## src/rtl/pipe_reg_chain_if.sv

```systemverilog
// Handshake bundle for pipe_reg_chain: upstream valid/ready/data and downstream valid/ready/data.
// The chain takes the slave view; the producer/consumer side takes the master view.
interface pipe_reg_chain_if #(
  parameter int unsigned WIDTH = 32
) ();
  logic             in_valid;
  logic             in_ready;
  logic [WIDTH-1:0] in_data;
  logic             out_valid;
  logic             out_ready;
  logic [WIDTH-1:0] out_data;

  modport master (
    output in_valid, in_data, out_ready,
    input  in_ready, out_valid, out_data
  );

  modport slave (
    input  in_valid, in_data, out_ready,
    output in_ready, out_valid, out_data
  );
endinterface

```

## src/rtl/pipe_reg_chain.sv

```systemverilog
// Elastic chain of DEPTH valid/data register stages with bubble collapsing,
// strict FIFO order, synchronous flush and synchronous active-high reset.
module pipe_reg_chain #(
  parameter int unsigned      WIDTH     = 32,
  parameter int unsigned      DEPTH     = 3,
  parameter logic [WIDTH-1:0] RESET_VAL = '0
) (
  input  logic                         clk,
  input  logic                         reset,
  input  logic                         flush,
  pipe_reg_chain_if.slave              bus,
  output logic [$clog2(DEPTH+1)-1:0]   count
);

  localparam int unsigned CW = $clog2(DEPTH + 1);

  logic [DEPTH-1:0] v_q;
  logic [DEPTH-1:0] v_d;
  logic [WIDTH-1:0] d_q [DEPTH];
  logic [WIDTH-1:0] d_d [DEPTH];
  logic [CW-1:0]    count_q;
  logic [CW-1:0]    count_d;
  logic [DEPTH-1:0] move_c;
  logic [DEPTH-1:0] load_c;
  logic             in_ready_c;
  logic             accept_c;

  // A stage moves when it is valid and some stage above it is empty, or the
  // whole run above it is full and the output is draining this cycle.
  always_comb begin
    logic full_above;
    move_c     = '0;
    full_above = 1'b1;
    for (int k = DEPTH - 1; k >= 0; k--) begin
      move_c[k]  = v_q[k] & (bus.out_ready | ~full_above);
      full_above = full_above & v_q[k];
    end
  end

  assign in_ready_c = (~v_q[0] | move_c[0]) & ~flush & ~reset;
  assign accept_c   = bus.in_valid & in_ready_c;

  // Next-state for valid bits, data registers and population count.
  always_comb begin
    load_c  = '0;
    v_d     = v_q;
    count_d = '0;
    for (int k = 0; k < DEPTH; k++) begin
      d_d[k] = d_q[k];
    end

    for (int k = 0; k < DEPTH; k++) begin
      if (k == 0) begin
        load_c[k] = accept_c;
      end else begin
        load_c[k] = move_c[k-1] & ~flush;
      end
      v_d[k] = load_c[k] | (v_q[k] & ~move_c[k]);
      if (load_c[k]) begin
        d_d[k] = (k == 0) ? bus.in_data : d_q[k-1];
      end
    end

    if (flush) begin
      v_d = '0;
    end

    for (int k = 0; k < DEPTH; k++) begin
      count_d = count_d + CW'(v_d[k]);
    end
  end

  always_ff @(posedge clk) begin
    if (reset) begin
      v_q     <= '0;
      count_q <= '0;
      for (int k = 0; k < DEPTH; k++) begin
        d_q[k] <= RESET_VAL;
      end
    end else begin
      v_q     <= v_d;
      count_q <= count_d;
      for (int k = 0; k < DEPTH; k++) begin
        d_q[k] <= d_d[k];
      end
    end
  end

  assign bus.in_ready  = in_ready_c;
  assign bus.out_valid = v_q[DEPTH-1];
  assign bus.out_data  = d_q[DEPTH-1];
  assign count         = count_q;

endmodule

```

## src/flat_wrapper.sv

```systemverilog
// flat-port wrapper written by rule: the top's interface ports become plain ports
module pipe_reg_chain_flat 
#(
  parameter int unsigned      WIDTH     = 32,
  parameter int unsigned      DEPTH     = 3,
  parameter logic [WIDTH-1:0] RESET_VAL = '0
)
  (clk, reset, flush, count, bus_in_valid, bus_in_data, bus_out_ready, bus_in_ready, bus_out_valid, bus_out_data);
  pipe_reg_chain_if #(.WIDTH(WIDTH)) bus_i ();
  input  logic clk;
  input  logic reset;
  input  logic flush;
  output logic [$clog2(DEPTH+1)-1:0] count;
  input wire logic [$bits(bus_i.in_valid)-1:0] bus_in_valid;
  input wire logic [$bits(bus_i.in_data)-1:0] bus_in_data;
  input wire logic [$bits(bus_i.out_ready)-1:0] bus_out_ready;
  output wire logic [$bits(bus_i.in_ready)-1:0] bus_in_ready;
  output wire logic [$bits(bus_i.out_valid)-1:0] bus_out_valid;
  output wire logic [$bits(bus_i.out_data)-1:0] bus_out_data;
  assign bus_i.in_valid = bus_in_valid;
  assign bus_i.in_data = bus_in_data;
  assign bus_i.out_ready = bus_out_ready;
  assign bus_in_ready = bus_i.in_ready;
  assign bus_out_valid = bus_i.out_valid;
  assign bus_out_data = bus_i.out_data;
  pipe_reg_chain #(.WIDTH(WIDTH), .DEPTH(DEPTH), .RESET_VAL(RESET_VAL)) u_core (.clk(clk), .reset(reset), .flush(flush), .bus(bus_i), .count(count));
endmodule
```

## config.mk

```make
export PLATFORM = sky130hd
export DESIGN_NAME = pipe_reg_chain_flat
export DESIGN_NICKNAME = d
export VERILOG_FILES = /design/src/rtl/pipe_reg_chain_if.sv /design/src/rtl/pipe_reg_chain.sv /design/src/flat_wrapper.sv
export SDC_FILE = /design/constraint.sdc
export NUM_CORES = 1
export LEC_CHECK = 0
export BUFFER_PORTS_ARGS = -buffer_cell sky130_fd_sc_hd__buf_2
export CORE_MARGIN = 2
export CORE_UTILIZATION = 25
export DETAILED_ROUTE_END_ITERATION = 12
export GPL_TIMING_DRIVEN = 0
export SKIP_LAST_GASP = 1
export SYNTH_ARGS = -nofsm -noshare
export SYNTH_HDL_FRONTEND = slang
export SYNTH_SLANG_ARGS = --single-unit
```

## constraint.sdc

```tcl
create_clock -name clk -period 1.95 [get_ports clk]
set_clock_uncertainty 0.1 [all_clocks]
set_input_delay 0.39 -clock clk [delete_from_list [all_inputs] [get_ports clk]]
set_output_delay 0.39 -clock clk [all_outputs]
set_load 0.01 [all_outputs]
```

After elaboration in Yosys (flattened, before gate mapping)
Memory sizes are Yosys's and may differ from the RTL's.
Index checks and enable logic that the tools add are counted.
{ "classes": {"bitwise": 29, "n_mux": 10, "addsub": 2} }
{ "op_table": {"columns": ["operator", "n"], "rows": [
  ["32-bit 2-to-1 mux", 6],
  ["1-bit bitwise AND", 12],
  ["1-bit OR", 9],
  ["1-bit NOT", 8],
  ["1-bit 2-to-1 mux", 3],
  ["3-bit 2-to-1 mux", 1],
  ["1-bit by 1-bit adder with 2-bit output", 1],
  ["2-bit by 1-bit adder with 2-bit output", 1]
]} }
{ "totals": {"mem_count": 1, "mem_bits_rw": 96, "register_bits": 5, "word_cells": 44, "out_inout_bits": 36, "in_bits": 37} }
{ "mem_list": {"columns": ["memory", "words", "word_bits", "rd", "rd_ports_with_merged_regs", "write_ports", "line_no", "rtl"], "rows": [
  ["u_core.d_q", 3, 32, 3, 0, 3, "pipe_reg_chain.sv:19", "logic [WIDTH-1:0] d_q [DEPTH];"]
]} }

Logic depth before layout (Yosys ltp)
{ "logic_depth": {"word_depth": 12, "ltp_mapped": 7, "mapped_depth_nobuf": 5} }

Least setup slack after synthesis
No wires, ideal clock.
{ "synth_path": {"path_type": "flip-flop to flip-flop", "startpoint": "register u_core.v_q[2]", "endpoint": "register u_core.count_q[0], in the netlist u_core.count[0]", "arrival_time_ns": 1.586, "setup_time_ns": 0.117, "setup_slack_ns": 0.147, "n_path_buf": 2, "path_stages_with_launch": 8, "synth_period_minus_slack_ns": 1.803, "t_required_ns": 1.733, "cell_sequence": "dfxtp_1 nor2b_1 buf_6 buf_2 a21oi_1 nor2_1 fa_1 nor2b_1"} }
{ "synth_via": {"word_cells_on_any_way": 26, "classes_between": "add/sub (2); mux (1); bitwise (23)"} }
{ "synth_rtl": {"columns": ["element", "line_no", "rtl"], "rows": [
  ["start: declaration", "pipe_reg_chain.sv:17", "logic [DEPTH-1:0] v_q;"],
  ["start signal: assignment", "pipe_reg_chain.sv:81", "v_q <= v_d;"],
  ["1-bit bitwise AND / 1-bit NOT (equally long branches)", "pipe_reg_chain.sv:36, pipe_reg_chain.sv:35", null],
  ["1-bit NOT / 1-bit OR (equally long branches)", "pipe_reg_chain.sv:35", "move_c[k] = v_q[k] & (bus.out_ready | ~full_above);"],
  ["1-bit OR / 1-bit bitwise AND (equally long branches)", "pipe_reg_chain.sv:35", null],
  ["1-bit bitwise AND / 1-bit NOT (equally long branches)", "pipe_reg_chain.sv:35, pipe_reg_chain.sv:58", null],
  ["1-bit bitwise AND (on tied branches)", "pipe_reg_chain.sv:56, pipe_reg_chain.sv:58", null],
  ["1-bit OR *", "pipe_reg_chain.sv:58", "v_d[k] = load_c[k] | (v_q[k] & ~move_c[k]);"],
  ["3-bit 2-to-1 mux *", "pipe_reg_chain.sv:64", "if (flush) begin"],
  ["named net u_core.v_d[1]", "pipe_reg_chain.sv:18", "logic [DEPTH-1:0] v_d;"],
  ["1-bit by 1-bit adder with 2-bit output *", "pipe_reg_chain.sv:69", "count_d = count_d + CW'(v_d[k]);"],
  ["2-bit by 1-bit adder with 2-bit output *", "pipe_reg_chain.sv:69", null],
  ["named net u_core.count_d[0]", "pipe_reg_chain.sv:22", "logic [CW-1:0] count_d;"],
  ["end signal: assignment", "pipe_reg_chain.sv:82", "count_q <= count_d;"],
  ["end: declaration", "pipe_reg_chain.sv:21", "logic [CW-1:0] count_q;"]
]} }
The timed path passes the listed nets; every way through them passes the cells marked *.
A chain may end at the register's enable or synchronous reset.

Final worst setup path
{ "layout_path": {"startpoint": "register u_core.v_q[1]", "endpoint": "output bus_in_ready"} }
{ "layout_via": {"elab_chain_len": 7} }
{ "layout_lines": {"columns": ["element", "line_no", "rtl"], "rows": [
  ["1-bit bitwise AND", "pipe_reg_chain.sv:36", "full_above = full_above & v_q[k];"],
  ["1-bit NOT", "pipe_reg_chain.sv:35", null],
  ["1-bit OR", "pipe_reg_chain.sv:35", null],
  ["1-bit bitwise AND", "pipe_reg_chain.sv:35", null],
  ["1-bit OR", "pipe_reg_chain.sv:40", "assign in_ready_c = (~v_q[0] | move_c[0]) & ~flush & ~reset;"],
  ["1-bit bitwise AND (2 in a row)", "pipe_reg_chain.sv:40", null],
  ["end: declaration", "flat_wrapper.sv:17", "output wire logic [$bits(bus_i.in_ready)-1:0] bus_in_ready;"]
]} }
No other way between the ends.

==> flow_summary.ini <==
[sta]
maxSlewHeadroom = 0.6831
fin_crit_sh = 0.9550
hold_violations = 0
holdWs_ns = 0.1820
drv_slew = 0
tightest_slew_ns = 0.4753
setup-tns-final_ns = 0
setup-violations-final = 0
timing.fmax_mhz = 537.0
rsz0062_at_grt = no
layout_min_cycle_time_ns = 1.862

[run]
maxCapViolCount = 0

[die]
die_h_um = 134.6
dieWidth_um = 134.6
num_rows = 47
initial_core_util = 0.2563
ioPinCount = 73
die_area_um2 = 18120
core-area_um2 = 16640

[logic_synthesis]
avgSynthCellArea_um2 = 9.564
ys_seq_area_frac = 0.4740
yosys_most_used_dff = dfxtp_1
synth_top_area_frac = 0.4740
syn_nets = 484
synth_common_cells = dfxtp_1, nand2b_1, mux2i_1, buf_4
synth-edff-count = 0
syn_area_um2 = 4265
synth-seq-cells = 101
async_flop_share = 0
yosys-top-cells-area = dfxtp_1, mux2i_1, nand2b_1, buf_4, a21oi_1
synth_warnings = 0
synthCells = 446
yosysTopAreaCell = dfxtp_1
post-synth-top-count-cell = dfxtp_1
synth_cell_types = 24

[clock_tree]
cts_resized = 0
hold_buffers = 0
clkTransAtPathRegs_ns = 0.07
clockBufferDepth = 2
tritoncts = done
clk_latency_ns = 0.34
cts_sinks = 101
numCtsBuffers = 9
ctsRootBufferMaster = clkbuf_16
htree_levels = 3

[global_route]
grt_use_total = 0.1058
grt_pass1_vias = 2953
grt_pass1_wl_um = 14970
grt_max_degree = 19
antenna_found_initial = 0
gr-total-overflow = 0

[cells_and_area]
final_cell_area_um2 = 5172
nets = 568
n_antenna_cell = 0
area_delta_synth_final_pct = 21.27
final_layout_size_suffix_gt1_frac = 0.2528

[placement]
dp_hpwl_um = 6774
gp_congestion = 0.7142
post_dp_cell_area_um2 = 4896
portBuffers = 71

[power_and_ir_drop]
p_per_area_nw_per_um2 = 760.0
ir_drop_v = 0.0004142
leakagePower_uw = 0.002349
total_power_uw = 3931

[routing]
firstDrtPassIters = 4
detail_route.wl_per_cell_um = 12.53
vias = 3018
drtIter0Drc = 121
vias_per_cell = 4.003
drc = 0
antenna_left = 0
wl_um = 9448

[outcome]
outcome = finished clean

[worst_setup_path]
critical_path_arrival_ns = 1.37
path_class = flip-flop to output pin
critPathCaptureType = output pin
critPathMaxFanout = 7
cp.required_ns = 1.46
start_kind = flip-flop

[hold_path]
min_path_type = input pin to flip-flop
-- cells by family after synthesis --
kind of cell / Yosys count / synth area share
AND/OR/NAND/NOR: 112 / 0.1537
flip-flops: 101 / 0.4740
buffers and inverters: 99 / 0.1332
AO/OA/AOI/OAI: 69 / 0.08419
multiplexers: 64 / 0.1502
adder cells (fa/ha/maj): 1 / 0.004694
-- layout by cell type, fill, tap and decap left out, types with 2 or more instances in the layout --
master and instances:
dfxtp_1 101, nor3_1 2, buf_4 41, nand3_1 32
nand2b_1 66, nor2_1 4, buf_6 2, buf_1 3
a21oi_1 34, buf_2 75, nor2b_1 4, o21ai_0 32
mux2i_1 64, buf_12 2, inv_1 34, clkinv_2 2
clkbuf_1 17, clkbuf_16 9
-- stage by stage --
stage / utilization / setup WS [ns] / cells
final: 0.3108 / 0.08783 / 754
after global routing: 0.3108 / 0.03482 / 754
after CTS: 0.3095 / 0.08121 / 751
after detailed placement: 0.2942 / -0.1698 / 737
after global placement: 0.2942 / -0.1453 / 737
after floorplan: - / 0.1471 / 446
-- metal layers --
| layer | vias up | part of all wire | routed length, µm | global-route usage |
|---|---|---|---|---|
| met5 | - | 0 | 0 | 0 |
| met2 | 60 | 0.46 | 4306 | 0.1667 |
| li1 | 1606 | - | - | - |
| met1 | 1344 | 0.49 | 4650 | 0.1439 |
| met3 | 8 | 0.041 | 388 | 0.02740 |
| met4 | 0 | 0.011 | 102 | 0.02807 |
-- worst max-delay path, stage by stage (launching register included) --
cell and delay, ns:
dfxtp_1 0.46, nand4b_1 0.21, and2_1 0.22, buf_2 0.14
-- path summary, 6_finish.rpt --
check,to,start,slack [ns],depth (start not counted)
max,bus_in_ready,u_core.v_q[1]$_SDFF_PP0_,0.09,3
min reg2reg,u_core.d_q[0][86]$_SDFFE_PP0N_,u_core.d_q[0][54]$_SDFFE_PP0N_,0.36,2
min,u_core.d_q[0][12]$_SDFFE_PP0P_,bus_in_data[12],0.18,3
max reg2reg,u_core.count[0]$_SDFF_PP0_,u_core.v_q[1]$_SDFF_PP0_,0.16,5
-- power breakdown --
group          switching, µW  total (µW)  leakage, µW  internal (µW)
sequential              12.8        2120     0.000818           2110
combinational            115         222      0.00140            107
clock                    733        1590     0.000125            857
total                    861        3930      0.00235           3070
-- sequential cells by signal, indices dropped and copies added (netlist names) --
name	cells
u_core.v_q	3
u_core.d_q	96
u_core.count	2
-- repair_timing --
item	4_1_cts	5_1_grt
cloned	0	0
pin swaps	0	1
setup endpoints to repair	1	1
setup buffers	0	3
-- layout make-up --
type | count | area (µm²)
Clock buffer | 11 | 232.7
Timing Repair Buffer | 74 | 377.9
Fill cell | 1779 | 11470
Clock inverter | 4 | 26.28
Inverter | 34 | 127.6
Multi-Input combinational cell | 246 | 1675
Tap cell | 220 | 275.3
Sequential cell | 101 | 2022
Buffer | 64 | 435.4
No activity file was read; power rests on OpenSTA's default activity.
